**config.mk**
```make
export PLATFORM = sky130hd
export DESIGN_NAME = mailbox
export DESIGN_NICKNAME = d
export VERILOG_FILES = /design/src/rtl/xctcmsg_pkg.sv /design/src/rtl/mailbox_fifo.sv /design/src/rtl/mailbox.sv
export SDC_FILE = /design/constraint.sdc
export NUM_CORES = 1
export LEC_CHECK = 0
export CAP_MARGIN = 0
export CORE_MARGIN = 2
export CORE_UTILIZATION = 45
export CTS_BUF_LIST = sky130_fd_sc_hd__clkbuf_4 sky130_fd_sc_hd__clkbuf_8 sky130_fd_sc_hd__clkbuf_16
export CTS_CLUSTER_SIZE = 16
export DETAILED_ROUTE_END_ITERATION = 12
export HOLD_SLACK_MARGIN = 0.15
export PLACE_DENSITY_LB_ADDON = 0.2
export SKIP_LAST_GASP = 1
export SLEW_MARGIN = 5
export SYNTH_ARGS = -nofsm -noshare
export SYNTH_HDL_FRONTEND = slang
export SYNTH_HIERARCHICAL = 1
export SYNTH_SLANG_ARGS = --single-unit
```
**constraint.sdc**
```tcl
create_clock -name clk -period 2.35 [get_ports clk]
set_clock_uncertainty 0.2 [all_clocks]
set_input_delay 0.235 -clock clk [delete_from_list [all_inputs] [get_ports clk]]
set_output_delay 0.235 -clock clk [all_outputs]
set_load 0.05 [all_outputs]
```
**src/rtl/xctcmsg_pkg.sv**
```systemverilog
// Shared types for the xctcmsg unit: the receive-side message record and the
// mailbox receive FSM state encoding.
package xctcmsg_pkg;

  typedef struct packed {
    logic [7:0]  src_addr;
    logic [31:0] payload;
  } interface_receive_data_t;

  typedef enum logic [1:0] {
    IDLE = 2'd0,
    WAIT = 2'd1,
    RESP = 2'd2
  } mailbox_state_t;

endpackage

```
**src/rtl/mailbox_fifo.sv**
```systemverilog
// Generic in-order synchronous FIFO with power-of-two depth, naturally
// wrapping pointers and an occupancy counter. The head entry is always
// presented on head_data. The caller is responsible for never pushing when
// full or popping when empty.
module mailbox_fifo #(
  parameter int DEPTH = 4,
  parameter int WIDTH = 8
) (
  input  logic                       clk,
  input  logic                       rst,
  input  logic                       push,
  input  logic [WIDTH-1:0]           push_data,
  input  logic                       pop,
  output logic [WIDTH-1:0]           head_data,
  output logic [$clog2(DEPTH+1)-1:0] count
);

  localparam int PW = $clog2(DEPTH);
  localparam int CW = $clog2(DEPTH+1);

  logic [WIDTH-1:0] mem_r [DEPTH];
  logic [PW-1:0]    head_r;
  logic [PW-1:0]    tail_r;
  logic [CW-1:0]    count_r;

  // Storage write; entries need no reset because count gates their visibility.
  always_ff @(posedge clk) begin
    if (push) begin
      mem_r[tail_r] <= push_data;
    end
  end

  // Pointer and occupancy update; simultaneous push and pop leaves count unchanged.
  always_ff @(posedge clk or posedge rst) begin
    if (rst) begin
      head_r  <= {PW{1'b0}};
      tail_r  <= {PW{1'b0}};
      count_r <= {CW{1'b0}};
    end else begin
      if (push) begin
        tail_r <= tail_r + PW'(1);
      end
      if (pop) begin
        head_r <= head_r + PW'(1);
      end
      case ({push, pop})
        2'b10:   count_r <= count_r + CW'(1);
        2'b01:   count_r <= count_r - CW'(1);
        default: count_r <= count_r;
      endcase
    end
  end

  assign head_data = mem_r[head_r];
  assign count     = count_r;

endmodule

```
**src/rtl/mailbox.sv**
```systemverilog
// Receive-side mailbox: buffers incoming messages in a FIFO and serves them
// to the core's receive instruction through a request/response handshake.
// A blocked receive (WAIT) can be cancelled with core_mailbox_kill; once a
// message has been popped into the response register it is always delivered.
module mailbox
  import xctcmsg_pkg::*;
#(
  parameter int DEPTH = 4
) (
  input  logic                       clk,
  input  logic                       rst,
  input  logic                       loopback_mailbox_valid,
  output logic                       mailbox_loopback_ready,
  input  interface_receive_data_t    loopback_mailbox_data,
  input  logic                       core_mailbox_valid,
  output logic                       mailbox_core_ready,
  input  logic                       core_mailbox_kill,
  output logic                       mailbox_core_valid,
  input  logic                       core_mailbox_ready,
  output interface_receive_data_t    mailbox_core_data,
  output logic [$clog2(DEPTH+1)-1:0] mailbox_count
);

  localparam int CW = $clog2(DEPTH+1);
  localparam int DW = $bits(interface_receive_data_t);

  mailbox_state_t          state_r;
  mailbox_state_t          next_state_s;
  logic                    push_s;
  logic                    pop_s;
  logic [CW-1:0]           count_s;
  logic [DW-1:0]           head_data_s;
  logic                    resp_valid_r;
  logic                    core_ready_r;
  interface_receive_data_t resp_data_r;

  // Full is judged on the registered count only: no same-cycle pop passthrough.
  assign mailbox_loopback_ready = (count_s != CW'(DEPTH));
  assign push_s                 = loopback_mailbox_valid & mailbox_loopback_ready;

  mailbox_fifo #(
    .DEPTH (DEPTH),
    .WIDTH (DW)
  ) u_fifo (
    .clk       (clk),
    .rst       (rst),
    .push      (push_s),
    .push_data (loopback_mailbox_data),
    .pop       (pop_s),
    .head_data (head_data_s),
    .count     (count_s)
  );

  // Receive FSM next-state and pop decision; kill only matters while blocked in WAIT.
  always_comb begin
    next_state_s = state_r;
    pop_s        = 1'b0;
    case (state_r)
      IDLE: begin
        if (core_mailbox_valid) begin
          if (count_s != CW'(0)) begin
            pop_s        = 1'b1;
            next_state_s = RESP;
          end else begin
            next_state_s = WAIT;
          end
        end else begin
          next_state_s = IDLE;
        end
      end
      WAIT: begin
        if (core_mailbox_kill) begin
          next_state_s = IDLE;
        end else if (count_s != CW'(0)) begin
          pop_s        = 1'b1;
          next_state_s = RESP;
        end else begin
          next_state_s = WAIT;
        end
      end
      RESP: begin
        if (core_mailbox_ready) begin
          next_state_s = IDLE;
        end else begin
          next_state_s = RESP;
        end
      end
      default: begin
        next_state_s = IDLE;
      end
    endcase
  end

  // State, handshake flags and response register, all cleared immediately by reset.
  always_ff @(posedge clk or posedge rst) begin
    if (rst) begin
      state_r      <= IDLE;
      resp_valid_r <= 1'b0;
      core_ready_r <= 1'b1;
      resp_data_r  <= '0;
    end else begin
      state_r      <= next_state_s;
      resp_valid_r <= (next_state_s == RESP);
      core_ready_r <= (next_state_s == IDLE);
      if (pop_s) begin
        resp_data_r <= interface_receive_data_t'(head_data_s);
      end
    end
  end

  assign mailbox_core_ready = core_ready_r;
  assign mailbox_core_valid = resp_valid_r;
  assign mailbox_core_data  = resp_data_r;
  assign mailbox_count      = count_s;

endmodule

```
==> results of run 1 <==
## flip-flops by register name, indices dropped and copies added (netlist names)
name	count
u_fifo/mem_r	160
u_fifo/count	3
mailbox_core_valid	1
state_r	2
u_fifo/head_r	2
u_fifo/tail_r	2
mailbox_core_ready	1
mailbox_core_data	40
## worst reg2reg max path, stage by stage (launching register included)
cell and delay (ps):
dfrtp_1 400, nand2b_1 220, a211oi_4 310, ha_1 250
fa_1 410, mux2_2 270
## through the flow
stage                     setup WS, ps  power [mW]  instance area [um2]  std cells  TNS [ps]
final                              121        14.0                 9940        707         0
after global routing              76.8        14.7                 9940        707         0
after CTS                         1.42        14.3                 9940        707         0
after detailed placement         -21.4        10.8                 9210        666     -21.4
after global placement            50.5        10.7                 9210        666         0
after floorplan                   9.47        9.17                 7910        344         0
## layer usage
layer | vias to the layer above | track usage
li1 | 1624 | -
met1 | 1877 | 0.194
met2 | 91 | 0.273
met3 | 21 | 0.0362
met4 | 0 | 0.0417
met5 | - | 0
## final cells by class
type | instances | area, um2 | area share
Sequential cell | 211 | 6090 | 0.613
Multi-Input combinational cell | 114 | 1660 | 0.167
Timing Repair Buffer | 112 | 1170 | 0.118
Clock buffer | 36 | 698 | 0.0702
Tap cell | 225 | 282 | 0.0283
Clock inverter | 4 | 20.0 | 0.00201
Inverter | 5 | 18.8 | 0.00189
## logic make-up after synthesis
logic type,after synthesis
buffers and inverters,19
adders and majority gates,6
xor gates and xnor gates,6
and+or+nand+nor,15
AOI/OAI and AO/OA,6
muxes,81
DFF,211
## how the worst max path moves through the flow
stage | slack [ps] | cells past startpoint | to | startpoint
2_1_floorplan | 9 | 6 | u_fifo/count[1]$_DFFE_PP0P_ | u_fifo/count[0]$_DFFE_PP0P_
3_3_place_gp | 50 | 6 | u_fifo/count[1]$_DFFE_PP0P_ | core_mailbox_valid
3_5_place_dp | -20 | 6 | u_fifo/count[1]$_DFFE_PP0P_ | core_mailbox_valid
4_1_cts | 1 | 3 | mailbox_loopback_ready | u_fifo/count[1]$_DFFE_PP0P_
5_1_grt | 80 | 1 | mailbox_core_ready | mailbox_core_ready$_DFF_PP1_
6_report | 120 | 1 | mailbox_core_ready | mailbox_core_ready$_DFF_PP1_
## where the power goes
part / internal (mW) / switching, mW / total, mW
logic: 2.18 / 2.95 / 5.13
registers: 5.11 / 0.420 / 5.53
clock network: 2.03 / 1.30 / 3.32
## cells in the final DEF (no fill, tap or decap), types with 2 or more instances in the layout
master           instances
edfxtp_1               160
clkdlybuf4s50_1         90
dfrtp_1                 45
mux2_1                  40
mux4_2                  38
clkbuf_16               23
buf_4                   12
clkbuf_4                 9
buf_12                   8
ha_1                     5
clkbuf_8                 4
clkinv_2                 4
inv_1                    4
and2_2                   4
dfrtp_2                  4
a21o_1                   3
xor2_1                   3
xnor2_1                  3
nand2b_1                 2
nor2_1                   2
mux4_1                   2
nand2_1                  2
## timing repair
action,4_1_cts,5_1_grt
resized for setup,0,1
hold buffers,1,0
hold endpoints to repair,23,0
setup endpoints to repair,0,1
==> metrics.cfg, run 1 <==
[clock_tree]
clock_sinks = 211
h-tree-depth = 1
path_clk_slew_ps = 60
cts_root_buf = clkbuf_16
numCtsBuffers = 22
cts_tree = yes
cts_buffer_depth = 3
clk_latency_ps = 490
post_cts_buffers = 0

[sta]
timing.hold.ws_ps = 173
period_share = 0.949
fmaxAchievable_mhz = 449
slew-limit-headroom = 0.653
slew_violations = 0
rsz0062_at_grt = no
fin_crit_ps = 2230
setup_violations = 0
finalHoldViolCount = 0
worst_pin_slew_ps = 519

[yosys]
avgSynthCellArea_um2 = 22.9
synth_edf_count = 160
yosys_warnings = 6
synth_mux_area_frac = 0.174
synth_compound_area_frac = 0.00698
syn-num-nets = 396
netlist_instances = 344
ys_ff_latch = 211
synth_area_leader_cell = edfxtp_1
synth_xor_area_frac = 0.00667
syn_area_um2 = 7880
synthFlopType = edfxtp_1
synth_top_area_share = 0.609
synth_top_family_by_area = multiplexers
async_flop_share = 0.242
yosys-top-cells-count = edfxtp_1, dfrtp_1, mux2_1, mux4_2
synth_most_common_cell = edfxtp_1
ys_seq_area_frac = 0.771
ys_types = 27
synth-adder-area-share = 0.0105
synth_area_leaders = edfxtp_1, dfrtp_1, mux4_2
synth-simple-area-share = 0.00984

[route]
met2_wirelength_mm = 7.29
met3_length_um = 852
drc = 0
route.detailed.wl_per_inst_um = 19.7
detail_route.wirelength_mm = 14.0
highest_layer = met4
avgViaCountPerCell = 5.11
drt-initial-drc-count = 139
wl_met1_mm = 5.59
drt_pre_antenna_iters = 4
num_vias = 3613
ant_nets = 0

[critical_path]
critPathSlowestCell = clkdlybuf4s50_1
endpoint_kind = output port
critPathBufInv = 1
cp-start-kind = flop
critPathArrivalTime_ps = 1790
crit_chain = clkdlybuf4s50_1
slowest_delay_ps = 790
r2r_start = state_r[0]$_DFF_PP0_
path_max_fanout = 1
worstReg2RegEnd = u_fifo/count[1]$_DFFE_PP0P_
critPathTopFamily = buffers and inverters
r2r_slack_ps = 170
path_class = flop to output port
cp_data_required_time_ps = 1910
worstRegToRegCells = 5

[power_and_ir_drop]
leakage_nw = 3.51
power_density_nw_per_um2 = 1410
ir_drop_mv = 0.761

[grt]
antenna_found_initial = 0
grt_max_degree = 32
grt_use_total = 0.156
grt.overflow.total = 0
first_global_vias = 3817
grt_pass1_wl_mm = 21.4

[run]
drv_cap = 0

[place]
portBuffers = 91
gp_congestion = 0.668
post-dp-hpwl_mm = 8.39

[finish]
nets = 518
drive_above_1_share = 0.239
fillers = 1288
n_antenna_cell = 0
area_delta_synth_final_pct = 26.1
fin_util = 0.577

[die]
coreArea_um2 = 17200
ioPinCount = 92
die_x_um = 136
placementRows = 48
start_util = 0.457
dieArea_um2 = 18600
die_y_um = 136

[worst_hold_path]
min_path_cells = 1
min_to = u_fifo/mem_r[0][30]$_DFFE_PP_
hp-start = loopback_mailbox_data[30]
hold_path.class = primary input to flop

[outcome]
status = completed

Power figures use the tool's default switching activity.
==> inputs of run 2 (changes only) <==
SYNTH_HIERARCHICAL = unset   (was 1)
==> metrics.cfg, run 2 <==
[yosys]
synth_most_common_cell = edfxtp_1
synthFlopType = edfxtp_1
async_flop_share = 0.242
ys_seq_area_frac = 0.769
synth_top_area_share = 0.607
avgSynthCellArea_um2 = 22.9
ys_ff_latch = 211
synth_area_leaders = edfxtp_1, dfrtp_1, mux4_2
ys_types = 29
synth_edf_count = 160
yosys_warnings = 0
synth_area_leader_cell = edfxtp_1
yosys-top-cells-count = edfxtp_1, dfrtp_1, mux4_2, mux2_2, mux2_4
syn_area_um2 = 7910
syn-num-nets = 398
netlist_instances = 346

[finish]
drive_above_1_share = 0.325
fillers = 1258
area_delta_synth_final_pct = 26.1
multiInputGateArea_um2 = 1710
fin_util = 0.579
layout_common_cells = edfxtp_1, clkdlybuf4s50_1, dfrtp_1, mux4_2, mux2_2
nets = 516
largest_register_ffs = 160
seq_area_um2 = 6090
top_register = u_fifo.mem_r
n_antenna_cell = 0
mostFrequentLayoutCell = edfxtp_1

[die]
die_x_um = 137
ioPinCount = 92
start_util = 0.459
dieArea_um2 = 18700
placementRows = 48
die_y_um = 137
coreArea_um2 = 17200

[sta]
final.setup.worst_slack_ps = 107
rsz0062_at_grt = no
setup_violations = 0
worst_pin_slew_ps = 551
period_share = 0.954
timing.hold.ws_ps = 181
slew-limit-headroom = 0.623
fmaxAchievable_mhz = 446
finalHoldViolCount = 0
fin_crit_ps = 2240
slew_violations = 0

[route]
drt_pre_antenna_iters = 4
detail_route.wirelength_mm = 14.3
route.detailed.wl_per_inst_um = 20.3
ant_nets = 0
drt-initial-drc-count = 133
avgViaCountPerCell = 5.23
drc = 0
num_vias = 3685

[power_and_ir_drop]
clockPowerShare = 0.230
power_frac_seq = 0.391
pwr-share-comb = 0.379
leakage_nw = 3.51
power_switching_share = 0.331
intPower_mw = 9.54
ir_drop_mv = 0.697
power_density_nw_per_um2 = 1430
p_switching_mw = 4.73

[place]
pre_cts_slack_ps = -66.8
gp_congestion = 0.659
portBuffers = 91
post-dp-hpwl_mm = 8.19

[critical_path]
worstReg2RegEnd = u_fifo.count[2]$_DFFE_PP0P_
cp_data_required_time_ps = 2560
cp-start-kind = flop
r2r_slack_ps = 110
critPathArrivalTime_ps = 2450
endpoint_kind = flop
worstRegToRegCells = 9
path_max_fanout = 3
r2r_start = u_fifo.count[0]$_DFFE_PP0P_
path_class = flop to flop

[worst_hold_path]
min_path_cells = 1
hold_path.class = primary input to flop
hp-start = loopback_mailbox_data[6]
min_to = u_fifo.mem_r[1][6]$_DFFE_PP_

[grt]
grt_use_total = 0.160
antenna_found_initial = 0
grt_max_degree = 52
first_global_vias = 4017
grt_pass1_wl_mm = 22.3
grt.overflow.total = 0

[clock_tree]
clk_latency_ps = 490
cts_root_buf = clkbuf_16
numCtsBuffers = 22
h-tree-depth = 1
cts_buffer_depth = 3
path_clk_slew_ps = 60
clock_sinks = 211
cts_tree = yes

[outcome]
status = completed

[run]
drv_cap = 0

[run 2: cell types whose count changed in the layout (fill, tap and decap cells not counted), sizes merged, moves of 2 or more]
cell     change
a21oi        +2
buf          -4
and2         -3
nor2         -2
and3         +4
a2bb2oi      +2
inv          +4
nand2        -3
a21o         -3
[run 2: worst max-delay path by stage]
stage                                     start                          end  slack (ps)  depth (start not counted)
finish              u_fifo.count[0]$_DFFE_PP0P_  u_fifo.count[2]$_DFFE_PP0P_         110                          9
global route        u_fifo.count[0]$_DFFE_PP0P_  u_fifo.count[2]$_DFFE_PP0P_          30                          9
CTS                 u_fifo.count[1]$_DFFE_PP0P_  u_fifo.count[2]$_DFFE_PP0P_          40                          9
detailed placement           core_mailbox_valid  u_fifo.count[2]$_DFFE_PP0P_         -70                          9
global placement             core_mailbox_valid  u_fifo.count[2]$_DFFE_PP0P_           1                          9
floorplan           u_fifo.count[2]$_DFFE_PP0P_  u_fifo.count[2]$_DFFE_PP0P_        -110                          9
[run 2: through the flow]
stage	std cells	power, mW	cell area [um2]	setup TNS, ps
floorplan	346	9.36	7940	-115
global placement	662	11.1	9250	0
detailed placement	662	11.1	9250	-66.8
CTS	703	14.5	9960	0
global route	705	14.9	9970	0
finish	705	14.3	9970	0
[run 2: cell families (layout without fill, tap and decap cells)]
logic type | after synthesis | count (layout) | share of synthesized area
flops | 211 | 211 | 0.769
mux | 82 | 82 | 0.178
buf+inv | 23 | 157 | 0.0180
simple gates | 12 | 12 | 0.0106
fa+ha+maj | 6 | 6 | 0.0104
compound gates | 6 | 6 | 0.00712
xor+xnor | 6 | 6 | 0.00664
[run 2: timing repair]
action	in CTS	in global routing
endpoints found under the hold margin	50	0
setup endpoints to repair	1	1
gates resized for setup	1	0
hold buffers	1	0
buffers inserted	0	2
pin swaps	0	2
[run 2: critical path: stages, from the launching register on]
cell and delay [ps]:
dfrtp_2 410, or3b_4 410, and2_4 160, inv_2 70, ha_4 130, inv_2 40, fa_2 350, xor2_1 140
nor2_1 110, xor2_1 140
[run 2: routing by layer]
layer | global-route usage | share of wire
met2 | 0.270 | 0.50
met1 | 0.210 | 0.43
met3 | 0.0381 | 0.053
met4 | 0.0399 | 0.014
met5 | 0 | 0
[run 2: cell type report]
class,count,share of cell area
clock buffers,36,0.0687
clock inverters,4,0.00188
inverters,9,0.00339
multi-input cells,112,0.171
flip-flops and latches,211,0.611
well taps,225,0.0282
repair buffers,108,0.116
[run 2: power groups by stage]
| stage | Combinational [mW] | Clock [mW] | Sequential, mW |
|---|---|---|---|
| floorplan | 2.46 | 0 | 6.89 |
| global placement | 5.43 | 0 | 5.63 |
| detailed placement | 5.47 | 0 | 5.67 |
| CTS | 5.49 | 3.37 | 5.61 |
| global route | 5.74 | 3.52 | 5.69 |
| finish | 5.40 | 3.28 | 5.58 |
